## config.mk

```make
export PLATFORM = sky130hd
export DESIGN_NAME = fir_out_shaper
export DESIGN_NICKNAME = d
export VERILOG_FILES = /design/src/rtl/fir_out_shaper.sv
export SDC_FILE = /design/constraint.sdc
export NUM_CORES = 1
export LEC_CHECK = 0
export CAP_MARGIN = 20
export CORE_UTILIZATION = 40
export DETAILED_ROUTE_END_ITERATION = 10
export MAX_ROUTING_LAYER = met4
export PLACE_DENSITY_LB_ADDON = 0.15
export REMOVE_ABC_BUFFERS = 1
export SLEW_MARGIN = 20
export SYNTH_ARGS = -nofsm -noshare
export SYNTH_HDL_FRONTEND = slang
export SYNTH_SLANG_ARGS = --single-unit
export TNS_END_PERCENT = 1
```

## constraint.sdc

```tcl
create_clock -name clk -period 3 [get_ports clk]
set_input_delay 0.75 -clock clk [delete_from_list [all_inputs] [get_ports clk]]
set_output_delay 0.75 -clock clk [all_outputs]
set_load 0.05 [all_outputs]
```

## src/rtl/fir_out_shaper.sv

```systemverilog
// Output shaper: round/shift/saturate a wide signed FIR result into a small FIFO drained by ready/valid.
// Latency: one cycle from push to out_valid/out_data when the FIFO is empty; shaping itself is combinational.
// Backpressure: in_ready drops when the FIFO is full (no pass-through); out_data holds while out_ready is low.
// Optional macro FIR_SHAPER_PEAK_EN adds the 'peak' output (max |shaped value| since reset/sat_clr).

// Generic single-clock FIFO with a registered memory and an explicit occupancy counter.
// Latency: a push is visible at head_dat on the next cycle; head_dat reads the entry at the read pointer.
// Backpressure: push is ignored when full and pop is ignored when empty.
module sync_fifo #(
  parameter int W     = 8,
  parameter int DEPTH = 4
) (
  input  logic                     clk,
  input  logic                     rst_n,
  input  logic                     push,
  input  logic [W-1:0]             push_dat,
  input  logic                     pop,
  output logic [W-1:0]             head_dat,
  output logic                     full,
  output logic                     empty,
  output logic [$clog2(DEPTH):0]   level
);

  localparam int AW = $clog2(DEPTH);
  localparam int LW = AW + 1;

  logic [W-1:0]  mem [DEPTH];
  logic [AW-1:0] wr_ptr;
  logic [AW-1:0] rd_ptr;
  logic [LW-1:0] cnt;
  logic          do_push;
  logic          do_pop;

  assign do_push  = push && !full;
  assign do_pop   = pop && !empty;
  assign full     = (cnt == LW'(DEPTH));
  assign empty    = (cnt == '0);
  assign level    = cnt;
  assign head_dat = mem[rd_ptr];

  // Storage, wrapping pointers and occupancy; memory is cleared so the head reads zero after reset.
  always_ff @(posedge clk or negedge rst_n) begin
    if (!rst_n) begin
      for (int i = 0; i < DEPTH; i++) begin
        mem[i] <= '0;
      end
      wr_ptr <= '0;
      rd_ptr <= '0;
      cnt    <= '0;
    end else begin
      if (do_push) begin
        mem[wr_ptr] <= push_dat;
        wr_ptr      <= wr_ptr + 1'b1;
      end
      if (do_pop) begin
        rd_ptr <= rd_ptr + 1'b1;
      end
      case ({do_push, do_pop})
        2'b10:   cnt <= cnt + 1'b1;
        2'b01:   cnt <= cnt - 1'b1;
        default: cnt <= cnt;
      endcase
    end
  end

endmodule

module fir_out_shaper #(
  parameter int IN_W  = 14,
  parameter int OUT_W = 8,
  parameter int SHIFT = 6,
  parameter int DEPTH = 4
) (
  input  logic                     clk,
  input  logic                     rst_n,
  input  logic                     in_valid,
  input  logic [IN_W-1:0]          in_data,
  output logic                     in_ready,
  output logic                     out_valid,
  output logic [OUT_W-1:0]         out_data,
  input  logic                     out_ready,
  input  logic                     sat_clr,
  output logic                     sat_flag,
  output logic [7:0]               sat_cnt,
`ifdef FIR_SHAPER_PEAK_EN
  output logic [OUT_W-2:0]         peak,
`endif
  output logic [$clog2(DEPTH):0]   level
);

  // Rounding offset and clamp limits, all in the IN_W+1 bit working width.
  localparam logic signed [IN_W:0]    RND  = (IN_W+1)'(2**(SHIFT-1));
  localparam logic signed [IN_W:0]    MAXR = (IN_W+1)'(2**(OUT_W-1) - 1);
  localparam logic signed [IN_W:0]    MINR = (IN_W+1)'(-(2**(OUT_W-1)));
  localparam logic signed [OUT_W-1:0] MAXO = OUT_W'(2**(OUT_W-1) - 1);
  localparam logic signed [OUT_W-1:0] MINO = OUT_W'(-(2**(OUT_W-1)));

  logic signed [IN_W:0]    t;
  logic signed [IN_W:0]    r;
  logic signed [OUT_W-1:0] shaped;
  logic                    sat;
  logic                    push;
  logic                    pop;
  logic                    full;
  logic                    empty;

  // Round half toward +inf, arithmetic shift, then clamp to the output range.
  always_comb begin
    t      = $signed({in_data[IN_W-1], in_data}) + RND;
    r      = t >>> SHIFT;
    shaped = r[OUT_W-1:0];
    sat    = 1'b0;
    if (r > MAXR) begin
      shaped = MAXO;
      sat    = 1'b1;
    end else if (r < MINR) begin
      shaped = MINO;
      sat    = 1'b1;
    end
  end

  assign in_ready  = !full;
  assign out_valid = !empty;
  assign push      = in_valid && in_ready;
  assign pop       = out_valid && out_ready;

  sync_fifo #(
    .W     (OUT_W),
    .DEPTH (DEPTH)
  ) u_fifo (
    .clk      (clk),
    .rst_n    (rst_n),
    .push     (push),
    .push_dat (shaped),
    .pop      (pop),
    .head_dat (out_data),
    .full     (full),
    .empty    (empty),
    .level    (level)
  );

  // Saturation statistics: only accepted samples count; clear wins over an increment.
  always_ff @(posedge clk or negedge rst_n) begin
    if (!rst_n) begin
      sat_cnt  <= '0;
      sat_flag <= 1'b0;
    end else if (sat_clr) begin
      sat_cnt  <= '0;
      sat_flag <= 1'b0;
    end else if (push && sat) begin
      sat_flag <= 1'b1;
      if (sat_cnt != 8'hFF) begin
        sat_cnt <= sat_cnt + 8'd1;
      end
    end
  end

`ifdef FIR_SHAPER_PEAK_EN
  logic signed [OUT_W-1:0] neg_shaped;
  logic [OUT_W-2:0]        abs_shaped;

  // Magnitude of the shaped sample; the most negative code clips to the positive maximum.
  always_comb begin
    neg_shaped = -shaped;
    abs_shaped = shaped[OUT_W-2:0];
    if (shaped[OUT_W-1]) begin
      abs_shaped = (shaped == MINO) ? '1 : neg_shaped[OUT_W-2:0];
    end
  end

  // Running maximum of accepted sample magnitudes.
  always_ff @(posedge clk or negedge rst_n) begin
    if (!rst_n) begin
      peak <= '0;
    end else if (sat_clr) begin
      peak <= '0;
    end else if (push && (abs_shaped > peak)) begin
      peak <= abs_shaped;
    end
  end
`endif

endmodule

```

==> results of run 1 <==
[power breakdown]
| group | total [mW] | leakage, nW | internal (mW) | switching [mW] |
|---|---|---|---|---|
| registers | 1.08 | 0.597 | 0.909 | 0.169 |
| logic | 1.53 | 0.709 | 0.626 | 0.904 |
| clock network | 0.511 | 0.0645 | 0.294 | 0.217 |
| total | 3.12 | 1.37 | 1.83 | 1.29 |
[metal layers]
| metal | vias to the layer above | share of wire, % | wire length [microns] |
|---|---|---|---|
| met4 | 0 | 1.2 | 63 |
| met2 | 41 | 46 | 2380 |
| li1 | 886 | - | - |
| met1 | 860 | 48 | 2450 |
| met3 | 6 | 4.5 | 229 |
| met5 | - | 0 | 0 |
[per-stage QoR]
stage,setup slack (ns),instances,hold WS (ns)
6_report,0.223,343,0.478
5_1_grt,0.122,343,0.506
3_3_place_gp,0.220,335,0.459
2_1_floorplan,0.297,220,0.445
4_1_cts,0.203,343,0.489
3_5_place_dp,0.186,335,0.468
[cell families (layout without fill, tap and decap cells)]
group	Yosys count	after routing	share of synthesized area, %
DFF	48	48	46.3
buffers and inverters	19	56	4.68
xor gates and xnor gates	8	8	2.99
muxes	27	27	15.2
and+or+nand+nor	76	76	16.9
AOI/OAI and AO/OA	45	45	9.74
adders and majority gates	8	8	4.15
[critical path, stage by stage, from the launching register on]
cell,delay [ns]
dfrtp_1,0.63
mux4_2,0.38
clkdlybuf4s50_1,0.71
[layout by cell type (no fill, tap or decap), types with 2 or more instances in the layout]
| cell | count |
|---|---|
| a21oi_1 | 12 |
| and2_1 | 2 |
| and2_4 | 3 |
| and3_1 | 3 |
| and4_4 | 2 |
| buf_4 | 12 |
| clkbuf_8 | 7 |
| clkdlybuf4s50_1 | 27 |
| dfrtp_1 | 48 |
| ha_1 | 7 |
| inv_1 | 8 |
| mux2_1 | 8 |
| mux2_2 | 8 |
| mux2i_1 | 2 |
| mux4_2 | 8 |
| nand2_1 | 25 |
| nand2_4 | 4 |
| nand3_1 | 5 |
| nand4_1 | 2 |
| nor2_1 | 13 |
| nor2b_1 | 3 |
| nor3_1 | 4 |
| o21ai_0 | 25 |
| or3_1 | 4 |
| xnor2_1 | 4 |
| xor2_1 | 3 |
[registers in the layout, summed over array words and instances (netlist names)]
register	flops
u_fifo.level	3
u_fifo.mem	32
sat_flag	1
sat_cnt	8
u_fifo.wr_ptr	2
u_fifo.rd_ptr	2
[final cells by class]
cell class | instances | share of cell area, %
timing repair buffer | 40 | 11.8
inverter | 8 | 0.972
tap | 75 | 3.04
sequential | 48 | 38.9
multi-input combinational | 164 | 41.2
clock inverter | 1 | 0.972
clock buffer | 7 | 3.12
[worst max path at each step]
| stage | end | cells after the start |
|---|---|---|
| after detailed placement | u_fifo.mem[13] | 7 |
| after global placement | u_fifo.mem[12] | 7 |
| after floorplan | u_fifo.level[2] | 9 |
| after global routing | out_data[6] | 2 |
| final | out_data[6] | 2 |
| after CTS | out_data[6] | 2 |
==> impl_metrics.ini, run 1 <==
[placement]
dp_hpwl_microns = 3730
io_buffer_count = 35
gp_congestion = 0.757
dpl-instance-area_sq_um = 2960

[sta]
relSlewSlack_pct = 53.4
final.setup.tns_ns = 0
rsz0062_at_grt = false
setup_violations = 0
slew_viol_final = 0
finalCritPeriodShare_pct = 92.6
worst_slew_pin_slew_ns = 0.700
layout_min_cycle_time_ns = 2.78
final_hold_viol_count = 0
fin_worst_skew_ns = 0.00714
max_freq_mhz = 360

[worst_hold_path]
min_path_type = in2async

[worst_setup_path]
crit_path_end_kind = primary output
critical_path.max_fanout = 9
critPathRequiredTime_ns = 2.25
r2r_slack_ns = 0.78
critPathLaunch = u_fifo.rd_ptr[1]
r2r_start = u_fifo.level[0]
cp-start-kind = register
reg2reg_to = u_fifo.level[2]
cp_data_arrival_time_ns = 2.03
critPathKind = reg2out
reg2reg_depth = 9

[routing]
via_per_inst = 5.23
drc_errors = 0
vias = 1793
drt_first_iter_violations = 65
drtAntennaViolNets = 0
dr.pass1.iters = 4
wl_per_cell_microns = 15.0
routed_wl_microns = 5130

[grt]
busiest_layer = met2
overflow = 0
use_met1_pct = 23.5
first_global_vias = 1735
antenna_found_initial = 0
grt_pass1_wl_microns = 8560
grt_usage_pct = 18.1
grt_max_degree = 31
met2_usage_pct = 27.9
met3_usage_pct = 4.95

[cts]
clk_path_buf_depth = 2
hold_buffers = 0
cts-resized-gates = 0
cts_root_buf = clkbuf_8
numCtsBuffers = 5
clk_pin_slew_ns = 0.09
clkLatencyLatePin_ns = 0.31
htreeDepth = 2
post_cts_buffers = 0
cts_tree = done
clock_sinks = 48

[floorplanning]
die_area_sq_um = 6810
coreArea_sq_um = 6100
rows = 28
ios = 41
start_util_pct = 42.5
die_w_microns = 82.5
dieHeight_microns = 82.5

[synthesis]
synth_warnings = 0
yosys.area.top_type = dfrtp_1
synthTopCellsByCount = dfrtp_1, nand2_1, o21ai_0, nor2_1, a21oi_1
ys.flop_type = dfrtp_1
ys_types = 45
syn_inst = 231
netlist.area_leader.share_pct = 46.3
yosysMostFrequentCell = dfrtp_1
synth_enable_flop_cells = 0
ys_ff_latch = 48
avgSynthCellArea_sq_um = 11.2
seq_area_frac_synth_pct = 46.3
yosys-top-cells-area = dfrtp_1, mux4_2, o21ai_0, nand2_1, mux2_1
mappedNetlistArea_sq_um = 2590
synth-async-reset-ratio_pct = 100

[cells_and_area]
fin_util_pct = 50.7
layout.nets = 294
syn2layout_area_growth_pct = 19.1
regArea_sq_um = 1200
antenna_cells = 0
layout-drive-gt1-share_pct = 19.8
nFillCells = 574
multi_input_area_sq_um = 1270
fin_area_sq_um = 3090

[pwr]
max-vdd-ir-drop_uv = 609
p_per_area_nw_per_um2 = 1010
p_leak_nw = 1.37
power.total_mw = 3.12

[status]
status = finished, final reports clean

[flow_run]
maxCapViolations = 0
No activity file was read; power rests on OpenSTA's default activity.
==> run 2, diff against run 1 <==
--- a/config.mk
+++ b/config.mk
@@ -8,9 +8,11 @@
 export CAP_MARGIN = 20
 export CORE_UTILIZATION = 40
 export DETAILED_ROUTE_END_ITERATION = 10
+export DONT_BUFFER_PORTS = 1
 export MAX_ROUTING_LAYER = met4
 export PLACE_DENSITY_LB_ADDON = 0.15
 export REMOVE_ABC_BUFFERS = 1
+export SKIP_LAST_GASP = 1
 export SLEW_MARGIN = 20
 export SYNTH_ARGS = -nofsm -noshare
 export SYNTH_HDL_FRONTEND = slang
==> run 2 against run 1 <==
Sequential power about the same. Critical endpoint is now out_data[3]. Fmax is 8.6% higher. Sequential share of layout area increased by 4.9 points.
==> impl_metrics.ini, run 2 (synthesis results as in run 1) <==
[floorplanning]
die_area_sq_um = 6810
start_util_pct = 42.5
dieHeight_microns = 82.5
rows = 28
coreArea_sq_um = 6100
ios = 41
die_w_microns = 82.5

[sta]
final.setup.tns_ns = 0
layout_min_cycle_time_ns = 2.56
setup_violations = 0
rsz0062_at_grt = false
relSlewSlack_pct = 58.8
slew_viol_final = 0
final_hold_viol_count = 0
finalCritPeriodShare_pct = 85.3
fin_worst_skew_ns = 0.00823
worst_slew_pin_slew_ns = 0.618
max_freq_mhz = 391

[worst_setup_path]
critical_path.max_fanout = 10
max_stage_delay_ns = 0.76
r2r_slack_ns = 0.79
crit_path_end_kind = primary output
cp_data_arrival_time_ns = 1.81
reg2reg_to = u_fifo.level[2]
cp-start-kind = register
critPathRequiredTime_ns = 2.25
critPathKind = reg2out
critical_path_buf_inv_count = 0
r2r_start = u_fifo.level[0]
critPathLaunch = u_fifo.rd_ptr[0]
cpMaxStageDelayCell = mux4_2
crit_chain = mux4_2
path_depth = 1
critical-path-top-delay-family = multiplexers
reg2reg_depth = 9

[grt]
first_global_vias = 1657
grt_usage_pct = 17.0
grt_max_degree = 49
grt_pass1_wl_microns = 8210
overflow = 0
antenna_found_initial = 0

[routing]
routed_wl_microns = 5010
drtAntennaViolNets = 0
wl_per_cell_microns = 16.3
dr.pass1.iters = 4
vias = 1643
drt_first_iter_violations = 106
drc_errors = 0
via_per_inst = 5.33

[cts]
clock_sinks = 48
clk_path_buf_depth = 2
htreeDepth = 2
post_cts_buffers = 0
cts-resized-gates = 0
numCtsBuffers = 5
cts_root_buf = clkbuf_8
clk_pin_slew_ns = 0.09
clkLatencyLatePin_ns = 0.30
hold_buffers = 0
cts_tree = done

[pwr]
sw_frac_of_total_pct = 43.8
switchingPower_mw = 1.26
clock_power_share_pct = 16.4
combPwrFrac_pct = 44.9
p_per_area_nw_per_um2 = 1050
seq_power_share_pct = 38.7
max-vdd-ir-drop_uv = 744
intPower_mw = 1.62
p_leak_nw = 1.22

[cells_and_area]
syn2layout_area_growth_pct = 5.84
fin_util_pct = 45.0
layout-drive-gt1-share_pct = 19.3
antenna_cells = 0
largest-register = u_fifo.mem
largest_reg_flops = 32
layout.nets = 259
final_common_cell = dfrtp_1
nFillCells = 582
multi_input_area_sq_um = 1270
regArea_sq_um = 1200
mostFrequentLayoutCells = dfrtp_1, nand2_1, o21ai_0

[placement]
dp_hpwl_microns = 3500
io_buffer_count = 0
gp_congestion = 0.771

[status]
status = finished, final reports clean

[worst_hold_path]
min_path_type = in2async

[flow_run]
maxCapViolations = 0
==> run 2: cell types whose count changed in the layout (fill, tap and decap cells not counted), sizes merged <==
cell | previous run | this run
buf | 13 | 5
clkinvlp | 0 | 1
clkinv | 0 | 1
clkbuf | 7 | 5
clkdlybuf4s50 | 27 | 0
==> run 2: layout make-up <==
type | instances | area share [%]
clock buffer | 5 | 2.51
multi-input combinational | 164 | 46.3
timing repair buffer | 5 | 1.37
tap | 75 | 3.42
sequential | 48 | 43.8
inverter | 8 | 1.09
clock inverter | 3 | 1.55
==> run 2: stage by stage <==
stage	setup slack (ns)	area, sq um	instances	power (mW)	hold WS, ns
after floorplan	0.297	2500	220	2.20	0.445
after global placement	0.742	2630	300	2.40	0.455
after detailed placement	0.700	2630	300	2.43	0.456
after CTS	0.392	2750	308	2.91	0.118
after global routing	0.336	2750	308	3.05	0.109
final	0.442	2750	308	2.88	0.132
==> run 2: power groups by stage <==
stage                     combinational (mW)  sequential [mW]  clock (mW)
after CTS                               1.31             1.12       0.486
after detailed placement                1.31             1.13           0
after floorplan                         1.06             1.13           0
final                                   1.29             1.11       0.471
after global routing                    1.39             1.15       0.509
after global placement                  1.29             1.12           0
==> run 2: how the worst max path moves through the flow <==
stage	slack [ns]	end
6_report	0.44	out_data[3]
5_1_grt	0.34	out_data[6]
4_1_cts	0.39	out_data[6]
3_5_place_dp	0.70	u_fifo.mem[20]
3_3_place_gp	0.74	u_fifo.mem[12]
2_1_floorplan	0.30	u_fifo.level[2]
==> run 2: metal layers <==
layer	vias up	track usage [%]	routed length, microns	share of wire, %
li1	816	-	-	-
met3	7	4.95	278	5.5
met1	790	20.1	2260	45
met5	-	-	0	0
met4	0	5.17	60	1.2
met2	30	28.0	2410	48
